## src/rtl/cache_set.sv

```systemverilog
// One set of a 2-way set-associative cache: valid/dirty/tag/4-word line per way, registered outputs, one-cycle ack.
// Define CACHE_SET_LRU_EN for LRU replacement; leave it undefined for round-robin replacement.
module cache_set #(
    parameter int DATA_W = 16,
    parameter int TAG_W  = 5,
    parameter int WORD_W = 2
) (
    input  logic              clk,
    input  logic              rst_n,
    input  logic              enable,
    input  logic [0:WORD_W-1] word,
    input  logic              cmp,
    input  logic              write,
    input  logic [0:TAG_W-1]  tag,
    input  logic [0:DATA_W-1] data_in,
    input  logic              valid_in,
    output logic              hit,
    output logic              dirty,
    output logic [0:TAG_W-1]  tag_out,
    output logic [0:DATA_W-1] data_out,
    output logic              valid,
    output logic              ack
);
    localparam int WORDS = 2 ** WORD_W;

    logic [0:DATA_W-1] data_q [2][WORDS];
    logic [0:TAG_W-1]  tag_q  [2];
    logic [0:1]        valid_q, valid_d;
    logic [0:1]        dirty_q, dirty_d;
    logic              victim_q, victim_d;
`ifndef CACHE_SET_LRU_EN
    logic              fill_pend_q, fill_pend_d;
`endif

    logic              hit_q, hit_d;
    logic              dirty_out_q, dirty_out_d;
    logic              valid_out_q, valid_out_d;
    logic [0:TAG_W-1]  tag_out_q, tag_out_d;
    logic [0:DATA_W-1] data_out_q, data_out_d;
    logic              ack_q, ack_d;

    logic [0:1] match;
    logic       any_match;
    logic       hit_way;
    logic       cmp_victim;
    logic       sel_way;
    logic       fill_op;
    logic       cmp_wr_hit;

    genvar gi;
    generate
        for (gi = 0; gi < 2; gi++) begin : g_match
            assign match[gi] = valid_q[gi] && (tag_q[gi] == tag);
        end
    endgenerate

    always_comb begin
        any_match = |match;
        // Way 0 wins if both ways ever match.
        hit_way   = ~match[0];
`ifdef CACHE_SET_LRU_EN
        cmp_victim = victim_q;
`else
        // The first compare after a fill already sees the advanced victim, so the
        // freshly filled way is never reported as the eviction candidate.
        cmp_victim = victim_q ^ fill_pend_q;
`endif
        sel_way    = cmp ? (any_match ? hit_way : cmp_victim) : victim_q;
        fill_op    = enable && write && !cmp;
        cmp_wr_hit = enable && write && cmp && any_match;
    end

    always_comb begin
        valid_d     = valid_q;
        dirty_d     = dirty_q;
        victim_d    = victim_q;
`ifndef CACHE_SET_LRU_EN
        fill_pend_d = fill_pend_q;
`endif
        hit_d       = hit_q;
        dirty_out_d = dirty_out_q;
        valid_out_d = valid_out_q;
        tag_out_d   = tag_out_q;
        data_out_d  = data_out_q;
        ack_d       = 1'b0;

        if (fill_op) begin
            valid_d[sel_way] = valid_in;
            dirty_d[sel_way] = 1'b0;
        end
        if (cmp_wr_hit) begin
            dirty_d[sel_way] = 1'b1;
        end

`ifdef CACHE_SET_LRU_EN
        if (enable && cmp && any_match) begin
            victim_d = ~hit_way;
        end
`else
        if (enable && cmp && fill_pend_q) begin
            victim_d    = ~victim_q;
            fill_pend_d = 1'b0;
        end
        if (fill_op) begin
            fill_pend_d = 1'b1;
        end
`endif

        // Outputs show post-write values of the selected way.
        if (enable) begin
            ack_d       = 1'b1;
            hit_d       = cmp && any_match;
            valid_out_d = valid_d[sel_way];
            dirty_out_d = dirty_d[sel_way];
            tag_out_d   = fill_op ? tag : tag_q[sel_way];
            data_out_d  = (fill_op || cmp_wr_hit) ? data_in : data_q[sel_way][word];
        end
    end

    always_ff @(posedge clk or negedge rst_n) begin
        if (!rst_n) begin
            valid_q     <= '0;
            dirty_q     <= '0;
            victim_q    <= 1'b0;
`ifndef CACHE_SET_LRU_EN
            fill_pend_q <= 1'b0;
`endif
            hit_q       <= 1'b0;
            dirty_out_q <= 1'b0;
            valid_out_q <= 1'b0;
            tag_out_q   <= '0;
            data_out_q  <= '0;
            ack_q       <= 1'b0;
        end else begin
            valid_q     <= valid_d;
            dirty_q     <= dirty_d;
            victim_q    <= victim_d;
`ifndef CACHE_SET_LRU_EN
            fill_pend_q <= fill_pend_d;
`endif
            hit_q       <= hit_d;
            dirty_out_q <= dirty_out_d;
            valid_out_q <= valid_out_d;
            tag_out_q   <= tag_out_d;
            data_out_q  <= data_out_d;
            ack_q       <= ack_d;
            // Line and tag storage carry no reset value; writes are simply blocked during reset.
            if (fill_op || cmp_wr_hit) begin
                data_q[sel_way][word] <= data_in;
            end
            if (fill_op) begin
                tag_q[sel_way] <= tag;
            end
        end
    end

    assign hit      = hit_q;
    assign dirty    = dirty_out_q;
    assign valid    = valid_out_q;
    assign tag_out  = tag_out_q;
    assign data_out = data_out_q;
    assign ack      = ack_q;

endmodule

```

## config.mk

```make
export PLATFORM = sky130hd
export DESIGN_NAME = cache_set
export DESIGN_NICKNAME = d
export VERILOG_FILES = /design/src/rtl/cache_set.sv
export SDC_FILE = /design/constraint.sdc
export NUM_CORES = 1
export LEC_CHECK = 0
export CAP_MARGIN = 30
export CORE_MARGIN = 2
export CORE_UTILIZATION = 55
export CTS_CLUSTER_DIAMETER = 30
export DETAILED_ROUTE_END_ITERATION = 8
export GPL_TIMING_DRIVEN = 0
export PLACE_DENSITY = 0.76
export RECOVER_POWER = 25
export SLEW_MARGIN = 25
export SYNTH_ARGS = -nofsm -noshare
export SYNTH_HDL_FRONTEND = slang
export SYNTH_SLANG_ARGS = --single-unit
export TNS_END_PERCENT = 50
```

## constraint.sdc

```tcl
create_clock -name clk -period 8.1 [get_ports clk]
set_input_delay 1.62 -clock clk [delete_from_list [all_inputs] [get_ports clk]]
set_output_delay 1.62 -clock clk [all_outputs]
set_load 0.01 [all_outputs]
```

==> metrics.md, run 1 <==
| Metric | Value |
|---|---|
| Global-route wire length before repair | `22.1 mm` |
| Post-synth net total | `399` |
| Reg2reg path depth | `8` |
| Power share of the combinational group | `14.4%` |
| Vias in the first global route | `3902` |
| Die span in x | `115 um` |
| Clock slew at reported path FFs | `around 0.060 ns` |
| Min Tclk post-route | `4.86 ns` |
| Slowest stage cell on the critical path | `clkbuf_1` |
| Synth top area share | `around three fifths` |
| Io pins | `54` |
| TritonRoute pass-1 iters | `5` |
| Skew final | `0.0105 ns` |
| Achievable Freq | `206 MHz` |
| ANT cells | `0` |
| Slew @ Worst Pin | `1.51 ns` |
| Sequential group share of total power | `46.4%` |
| Most common cell in the netlist | `edfxtp_1` |
| Max stage delay on crit path | `about 1.2 ns` |
| Setup total negative slack | `0 ns` |
| Top cell type by total area after synthesis | `edfxtp_1` |
| Seq/Total Area, Yosys | `72.0%` |
| Synthesis Warnings | `0` |
| Initial core utilization | `56.7%` |
| CTS root buffer | `clkbuf_16` |
| Num CTS Buffers | `17` |
| Layout cells sized above 1 | `24.1%` |
| IR drop worst, VDD | `0.165 mV` |
| Initial antenna violation count | `0` |
| Outcome | `complete, but fails checks` |
| # clock sinks | `169` |
| Number of routed nets with antenna violations | `0` |
| CP endpoint kind | `flop` |
| # hold bufs at CTS | `0` |
| Die area | `13300 um2` |
| Crit Path Category | `input pin to flop` |
| CP required | `8.22 ns` |
| Area of the multi-input gates | `roughly 1800 um2` |
| Worst R2R End | `data_q[0][25]` |
| Leakage | `0.00297 uW` |
| CTS tree | `yes` |
| Gpl congestion | `0.798` |
| CP Launch Type | `input pin` |
| Crit Reg-Reg Startpoint | `tag_q[0][3]` |
| Number of synthesized flops with an enable pin | `138` |
| Max Buffers Root-to-Sink | `2` |
| Clock power share | `39.2%` |
| Synth Instances | `370` |
| Area Overhead vs Synth | `22.4%` |
| Hpwl dp | `9.49 mm` |
| Critical Path AT | `4.98 ns` |
| Ys flop type | `edfxtp_1` |
| Synth top cells by count | `138 x edfxtp_1, 31 x dfrtp_1, 29 x mux4_2` |
| Wirelength per Cell | `22.8 um` |
| Clock latency on the worst-skew pair | `0.42 ns` |
| Pwr dens | `261 nW/um2` |
| NetSw | `a little under 500 uW` |
| Start point of the worst min-delay path | `dirty_q[1]` |
| Gr usage total | `about a quarter` |
| Cells along the critical path | `clkbuf_1 > clkbuf_1 > nand3_1 > nor4_2 > buf_2 > buf_2` |
| Hold path depth | `2` |
| Pwr Total | `2180 uW` |
| Hold Slack | `0.484 ns` |
| Hold Path Sink | `dirty_q[1]` |
| Vert. Die Dim | `115 um` |
| Max-Cap Viols | `1` |
| R2R setup slack | `4.78 ns` |
| CTS HTree Levels | `4` |
| Failing checks | `max-capacitance violations, max-slew violations` |
| Async SR Flop Fraction | `18.3%` |
| FF+latch area | `slightly below 5000 um2` |
| DR iter-0 viols | `361` |
| Post-CTS Setup Repair Bufs | `0` |
| Internal power | `around 1700 uW` |
| Post-cts gate resize count | `0` |
| Nets | `between 400 and 500` |
| Final setup fails | `0` |
| Relative slew slack | `-0.869%` |
| DR vias | `3828` |
| Yosys reg bits | `169` |
| Fin crit share | `60.0%` |
| Hold Fails Final Rpt | `0` |
| Port Buf Inserts | `50` |
| # fillers | `749` |
| Via density | `between 5 and 6` |
| Pins Over Slew Limit | `28` |
| Sw frac | `22.7%` |
| Final wirelength | `14.6 mm` |
| Unique cell type count in the Yosys netlist | `34` |
| Mapped Area | `6840 um2` |
| Num rows | `40` |
| Dpl ws | `3.01 ns` |
| RSZ-0062 raised after global routing | `no` |
| Total core area | `12100 um2` |
| Syn avg cell area | `18.5 um2` |
| Largest net degree at the start of global routing | `28` |
| Worst Hold Class | `flop to flop` |
| Largest cells by area after synthesis | `edfxtp_1 61%, dfrtp_1 11%, mux4_2 9.6%` |
| Worst Setup Slack, final | `3.24 ns` |
| Gr ovfl total | `0` |
| Crit Path Max Fanout | `27` |
| # DRC | `0` |
per-stage QoR:
stage	std cells	util, %	area [um2]
CTS	640	69.4	8370
floorplan	370	-	6840
global route	641	69.4	8370
finish	641	69.4	8370
global placement	588	62.6	7550
detailed placement	609	64.2	7740
cell usage in the layout, fill, tap and decap left out, types with 11 or more instances in the layout:
| cell | n |
|---|---|
| edfxtp_1 | 138 |
| clkdlybuf4s50_1 | 36 |
| dfrtp_1 | 31 |
| mux4_2 | 29 |
| mux2i_1 | 23 |
| nand3_1 | 22 |
| inv_1 | 20 |
| clkbuf_16 | 17 |
| buf_2 | 15 |
| clkbuf_1 | 14 |
| dlygate4sd3_1 | 13 |
| buf_4 | 11 |
sequential cells by signal (all words and copies together), names as in the netlist:
signal	count
victim_q	1
valid_q	2
tag_q	10
fill_pend_q	1
tag_out	5
dirty	1
dirty_q	2
ack	1
hit	1
data_out	16
data_q	128
valid	1
cells by family (layout without fill, tap and decap cells):
logic type,after synthesis,after routing,share of synthesized area (%)
AND/OR/NAND/NOR,54,54,4.36
flip-flops,169,169,72.0
XOR/XNOR,11,11,1.41
multiplexers,57,57,14.4
AO/OA/AOI/OAI,38,38,4.98
buffers and inverters,41,144,2.87
layer usage:
metal  vias to the layer above  track usage (%)  wire, um
met4                         0             10.4       382
met3                        30             4.76      1010
met5                         -                0         0
met2                       179             36.3      7270
met1                      1954             32.5      5950
li1                       1665                -         -
worst max path at each step:
stage	endpoint	startpoint	cells past startpoint	slack (ns)
after global placement	data_q[0][51]	rst_n	3	0.63
final	data_q[0][25]	rst_n	6	3.24
after CTS	data_q[0][25]	tag[3]	9	3.44
after global routing	data_q[0][25]	rst_n	6	2.84
after detailed placement	data_q[0][29]	tag[3]	9	3.01
after floorplan	data_q[0][16]	tag[1]	6	3.40
power by group through the flow:
stage | Combinational [uW] | Clock [uW] | Sequential (uW)
final | 314 | 856 | 1010
after global routing | 336 | 904 | 1020
after global placement | 298 | 0 | 1030
after CTS | 317 | 866 | 1010
after floorplan | 168 | 0 | 1040
after detailed placement | 313 | 0 | 1030
area by class of cell:
type	instances	share of cell area, %
repair buffers	72	7.75
plain buffers	20	1.41
multi-input cells	160	21.1
inverters	21	0.942
well taps	168	2.51
flip-flops and latches	169	58.8
clock inverters	9	2.08
clock buffers	22	5.43
worst max-delay path: cells and delay by family:
family        cells  cell delay, ns
simple gates      2            1.16
buf+inv           4            2.17
No activity file was read; power rests on OpenSTA's default activity.
==> run 2: changes to the inputs <==
CORE_UTILIZATION = 52   (was 55)
PLACE_DENSITY = 0.75   (was 0.76)
clock period = 4.1 ns   (was 8.1 ns; I/O delays follow)
==> run 2 against run 1 <==
Compared with the run above:
- the run now ends clean
- die area increased by 5.6%
- core utilization decreased by 3.2 points
- clock power increased by 100%
- cell count increased by 0.78%
- non-clock buffer count unchanged
- flip-flop and latch count unchanged
- largest power group unchanged
==> metrics.md, run 2 (same netlist as run 1, synthesis figures left out) <==
| Metric | Value |
|---|---|
| Outcome | `finished, final reports clean` |
| Sw frac | `22.6%` |
| Most frequent cells in the layout | `138 x edfxtp_1, 38 x clkdlybuf4s50_1, 31 x dfrtp_1, 29 x mux4_2, 23 x mux2i_1` |
| Setup total negative slack | `0 ns` |
| Max Buffers Root-to-Sink | `2` |
| Min Tclk post-route | `3.88 ns` |
| Via density | `5.90` |
| CTS root buffer | `clkbuf_16` |
| Worst Hold Class | `input pin to asynchronous set/reset pin` |
| CP bufs+invs | `3` |
| Relative slew slack | `47.1%` |
| Achievable Freq | `258 MHz` |
| NetSw | `between 900 and 1000 uW` |
| Pins Over Slew Limit | `0` |
| DR vias | `3814` |
| Hold Fails Final Rpt | `0` |
| Largest net degree at the start of global routing | `28` |
| Most frequent cell on the critical path | `buf_6` |
| Vias in the first global route | `3934` |
| Number of routed nets with antenna violations | `0` |
| Nets | `490` |
| Post-CTS Setup Repair Bufs | `0` |
| Max-Cap Viols | `0` |
| Cells along the critical path | `dlygate4sd3_1 > xor2_1 > nor4_2 > nand3_1 > a31oi_4 > nand4_1 > nor3_2 > buf_6 > buf_6` |
| Slowest stage cell on the critical path | `nor3_2` |
| Gr usage total | `approximately 22%` |
| Crit Path Category | `input pin to flop` |
| Clock latency on the worst-skew pair | `0.43 ns` |
| Max reg flops | `128` |
| DR iter-0 viols | `approximately 260` |
| Total core area | `12700 um2` |
| Vert. Die Dim | `between 100 and 150 um` |
| RSZ-0062 raised after global routing | `no` |
| # clock sinks | `169` |
| Crit Path Max Fanout | `10` |
| FF+latch area | `4920 um2` |
| Fin crit share | `94.6%` |
| CP required | `4.24 ns` |
| Clock power share | `39.9%` |
| Die area | `14100 um2` |
| CTS tree | `yes` |
| Port Buf Inserts | `50` |
| Slew @ Worst Pin | `0.790 ns` |
| Critical Path AT | `4.01 ns` |
| Leakage | `0.00298 uW` |
| Area of the multi-input gates | `1760 um2` |
| Max stage delay on crit path | `approximately 0.70 ns` |
| Power share of the combinational group | `14.2%` |
| CP Launch Type | `input pin` |
| Area Overhead vs Synth | `23.1%` |
| Num rows | `41` |
| TritonRoute pass-1 iters | `5` |
| ANT cells | `0` |
| Skew final | `0.0167 ns` |
| Final setup fails | `0` |
| Post-Place Cells | `613` |
| Hold Slack | `0.405 ns` |
| CP endpoint kind | `flop` |
| # hold bufs at CTS | `0` |
| Global-route wire length before repair | `22.4 mm` |
| Non-Filler Instances | `646` |
| Internal power | `3380 uW` |
| Layout cells sized above 1 | `~24%` |
| # DRC | `0` |
| Gr ovfl total | `0` |
| Die span in x | `119 um` |
| Post-cts gate resize count | `0` |
| Initial antenna violation count | `0` |
| # fillers | `just under 900` |
| Most flops, register | `data_q` |
| Final wirelength | `14.4 mm` |
| Gpl congestion | `0.780` |
| Sequential group share of total power | `46.0%` |
| Clock slew at reported path FFs | `around 0.060 ns` |
| Io pins | `54` |
| IR drop worst, VDD | `between 0.2 and 0.3 mV` |
| Hpwl dp | `just under 10 mm` |
| Pwr dens | `approximately 520 nW/um2` |
| Top Family by Delay on Critical Path | `simple AND/OR/NAND/NOR gates` |
| Wirelength per Cell | `22.4 um` |
| Most common cell after layout, fill and taps aside | `edfxtp_1` |
| Initial core utilization | `between 50% and 60%` |
| Num CTS Buffers | `17` |
| CTS HTree Levels | `4` |
[run 2: changes by cell type in the layout (fill, tap and decap cells not counted), moves of 2 or more]
cell             delta
buf_4               +2
clkdlybuf4s50_1     +2
dlygate4sd3_1       -2
buf_2               -3
[run 2: worst reg2reg max path, stage by stage (launching register included)]
cell and delay [ns]:
edfxtp_1 0.41, xor2_1 0.17, nor4_2 0.35, nand3_1 0.20, a31oi_4 0.41, nand4_1 0.31
nor3_2 0.70, buf_6 0.24, buf_6 0.15
[run 2: metal layers]
metal	vias to the layer above	part of all wire, %	GRT usage [%]
met3	26	6.1	5.55
met4	0	2.1	9.90
li1	1666	-	-
met5	-	0	0
met1	1980	42	29.7
met2	142	50	34.1
[run 2: layout make-up]
cell class | count | area share [%]
sequential | 169 | 58.5
multi-input combinational | 160 | 21.0
timing repair buffer | 72 | 8.03
clock buffer | 21 | 5.23
tap | 172 | 2.56
clock inverter | 11 | 2.42
buffer | 20 | 1.40
inverter | 21 | 0.937
[run 2: worst paths after layout]
check	from	cells past startpoint	slack, ns	end
hold reg to reg	dirty_q[1]	2	0.50	dirty_q[1]
setup reg to reg	tag_q[0][3]	8	0.88	data_q[0][46]
setup / recovery	tag[3]	9	0.22	data_q[0][46]
max in group asynchronous	rst_n	2	3.12	hit
min in group clk	dirty_q[1]	2	0.50	dirty_q[1]
hold / removal	rst_n	1	0.41	data_out[3]
[run 2: power groups by stage]
stage                     registers [uW]  clock network (uW)  logic [uW]
after global routing                2020                1830         662
after global placement              2040                   0         587
after CTS                           2010                1760         624
after floorplan                     2050                   0         331
final                               2010                1740         619
after detailed placement            2040                   0         620
[run 2: stage by stage]
stage / setup WS (ns) / util [%] / total power (uW) / area [um2]
floorplan: 0.200 / - / 2380 / 6840
global placement: -2.48 / 59.4 / 2620 / 7550
detailed placement: -0.110 / 61.0 / 2660 / 7760
CTS: 0.293 / 66.1 / 4390 / 8410
global route: 0.0829 / 66.1 / 4510 / 8420
finish: 0.223 / 66.1 / 4370 / 8420
==> run 3: changes to the inputs <==
CORE_ASPECT_RATIO = 1.2   (was unset)
GPL_TIMING_DRIVEN = unset   (was 0)
PLACE_DENSITY = 0.78   (was 0.75)
==> run 3 against run 2 <==
Compared with the run above:
- the run now ends with max-capacitance violations, max-slew violations left
- clock power shrank 15%
- worst setup slack better by 0.44 ns
- first-iteration DRC count grew 52%
- register-to-register slack improved by 0.42 ns
- combinational power rose by 1%
- critical path depth decreased by 1
- sequential share of layout area grew 1.6 points
- count of clock-buffer cells in the layout down 4
- via count fell by 2.6%
- power decreased by 5.7%
- critical path type unchanged
- critical endpoint is now data_q[0][8]
==> metrics.md, run 3 (same netlist as run 1, synthesis figures left out) <==
| Metric | Value |
|---|---|
| Outcome | `complete, but fails checks` |
| Failing checks | `max-capacitance violations, max-slew violations` |
| Post-CTS Setup Repair Bufs | `0` |
| Clock power share | `36.0%` |
| Power share of the combinational group | `15.2%` |
| Die area | `~14000 um2` |
| Final instance area | `8200 um2` |
| Total core area | `12700 um2` |
| Setup total negative slack | `0 ns` |
| Crit Path Max Fanout | `16` |
| # DRC | `0` |
| Layout cells sized above 1 | `22.9%` |
| Wirelength per Cell | `23.1 um` |
| IR drop worst, VDD | `roughly 0.41 mV` |
| CP Launch Type | `input pin` |
| Hpwl dp | `9.18 mm` |
| Pwr Total | `4120 uW` |
| Area Overhead vs Synth | `19.9%` |
| CP required | `between 4 and 5 ns` |
| Slowest stage cell on the critical path | `dlygate4sd3_1` |
| Skew final | `0.00953 ns` |
| FF+latch area | `roughly 4900 um2` |
| Sequential group share of total power | `48.8%` |
| Area of the multi-input gates | `1760 um2` |
| Clock slew at reported path FFs | `0.06 ns` |
| # fillers | `856` |
| RSZ-0062 raised after global routing | `no` |
| Pins Over Slew Limit | `33` |
| Relative slew slack | `-23.8%` |
| # hold bufs at CTS | `0` |
| Initial antenna violation count | `0` |
| DR vias | `3713` |
| Crit Path Category | `input pin to flop` |
| CP endpoint kind | `flop` |
| Post-cts gate resize count | `0` |
| Sw frac | `25.1%` |
| Critical Path AT | `3.53 ns` |
| Gr ovfl total | `0` |
| Num CTS Buffers | `17` |
| TritonRoute pass-1 iters | `5` |
| Worst Hold Class | `input pin to asynchronous set/reset pin` |
| Top Family by Delay on Critical Path | `simple AND/OR/NAND/NOR gates` |
| DR iter-0 viols | `around 400` |
| Min Tclk post-route | `3.43 ns` |
| Pwr dens | `between 500 and 600 nW/um2` |
| Hold Fails Final Rpt | `0` |
| Clock latency on the worst-skew pair | `0.42 ns` |
| ANT cells | `0` |
| CTS root buffer | `clkbuf_16` |
| Leakage | `about 0.0029 uW` |
| Via density | `6.01` |
| Achievable Freq | `291 MHz` |
| Number of routed nets with antenna violations | `0` |
| Cells along the critical path | `dlygate4sd3_1 > xor2_1 > nor4_2 > nand3_1 > a31oi_4 > nand4_1 > nor3_2 > buf_4` |
| Fin crit share | `83.7%` |
| Max Buffers Root-to-Sink | `2` |
| Largest net degree at the start of global routing | `37` |
| Most flops, register | `data_q` |
| Port Buf Inserts | `53` |
| Most common cell after layout, fill and taps aside | `edfxtp_1` |
| # clock sinks | `169` |
| Max-Cap Viols | `1` |
| Global-route wire length before repair | `21.8 mm` |
| Slew @ Worst Pin | `1.86 ns` |
| NetSw | `1030 uW` |
| CP bufs+invs | `2` |
| Gpl congestion | `0.885` |
| Vias in the first global route | `roughly 3800` |
| Gr usage total | `21.8%` |
| Io pins | `54` |
| Final setup fails | `0` |
| Max reg flops | `128` |
| CTS HTree Levels | `4` |
| Area after DPL | `approximately 7700 um2` |
| Initial core utilization | `between 50% and 60%` |
| Share of the core filled with cells | `64.4%` |
| Internal power | `about 3100 uW` |
| Die span in x | `109 um` |
| Worst Setup Slack, final | `0.667 ns` |
| Max stage delay on crit path | `0.63 ns` |
| Num rows | `between 40 and 50` |
| Nets | `470` |
| Most frequent cells in the layout | `138 x edfxtp_1, 38 x clkdlybuf4s50_1, 31 x dfrtp_1, 29 x mux4_2, 23 x mux2i_1` |
| Vert. Die Dim | `between 100 and 150 um` |
| CTS tree | `yes` |
| Final wirelength | `14.3 mm` |
| Dpl ws | `0.403 ns` |
## run 3: metal layers
layer	vias up	global-route usage (%)	wire length [um]
met4	0	9.20	290
met5	-	0	0
met1	1917	29.0	5860
met2	150	35.2	7310
met3	22	4.58	833
li1	1624	-	-
## run 3: area by class of cell
class | instances | area share, %
Multi-Input combinational cell | 160 | 21.5
Sequential cell | 169 | 60.0
Timing Repair Buffer | 72 | 8.27
Clock inverter | 15 | 1.54
Tap cell | 164 | 2.50
Clock buffer | 17 | 5.19
Inverter | 21 | 0.962
## run 3: worst paths after layout
check,from,endpoint,slack [ns],depth (start not counted)
max,tag[3],data_q[0][8],0.67,8
min,rst_n,data_out[9],0.26,1
max reg2reg,tag_q[1][1],data_q[0][8],1.30,7
min reg2reg,dirty_q[1],dirty_q[1],0.48,2
max in group asynchronous,rst_n,data_out[15],1.81,2
min in group clk,dirty_q[1],dirty_q[1],0.48,2
## run 3: power groups by stage
stage / clock [uW] / sequential (uW) / combinational, uW
after floorplan: 0 / 2050 / 331
after global placement: 0 / 2040 / 611
after global routing: 1580 / 2020 / 674
after CTS: 1500 / 2010 / 635
final: 1480 / 2010 / 627
after detailed placement: 0 / 2040 / 631
## run 3: through the flow
step                      hold WS [ns]  cells
after floorplan                  0.448    370
after global placement           0.471    586
after detailed placement         0.472    586
after CTS                        0.203    618
after global routing             0.256    618
final                            0.263    618
## run 3: worst register-to-register path, stage by stage (launching register included)
cell      delay (ns)
edfxtp_1        0.43
xor2_1          0.18
nor4_2          0.35
nand3_1         0.20
a31oi_4         0.45
nand4_1         0.35
nor3_2          0.23
buf_4           0.30
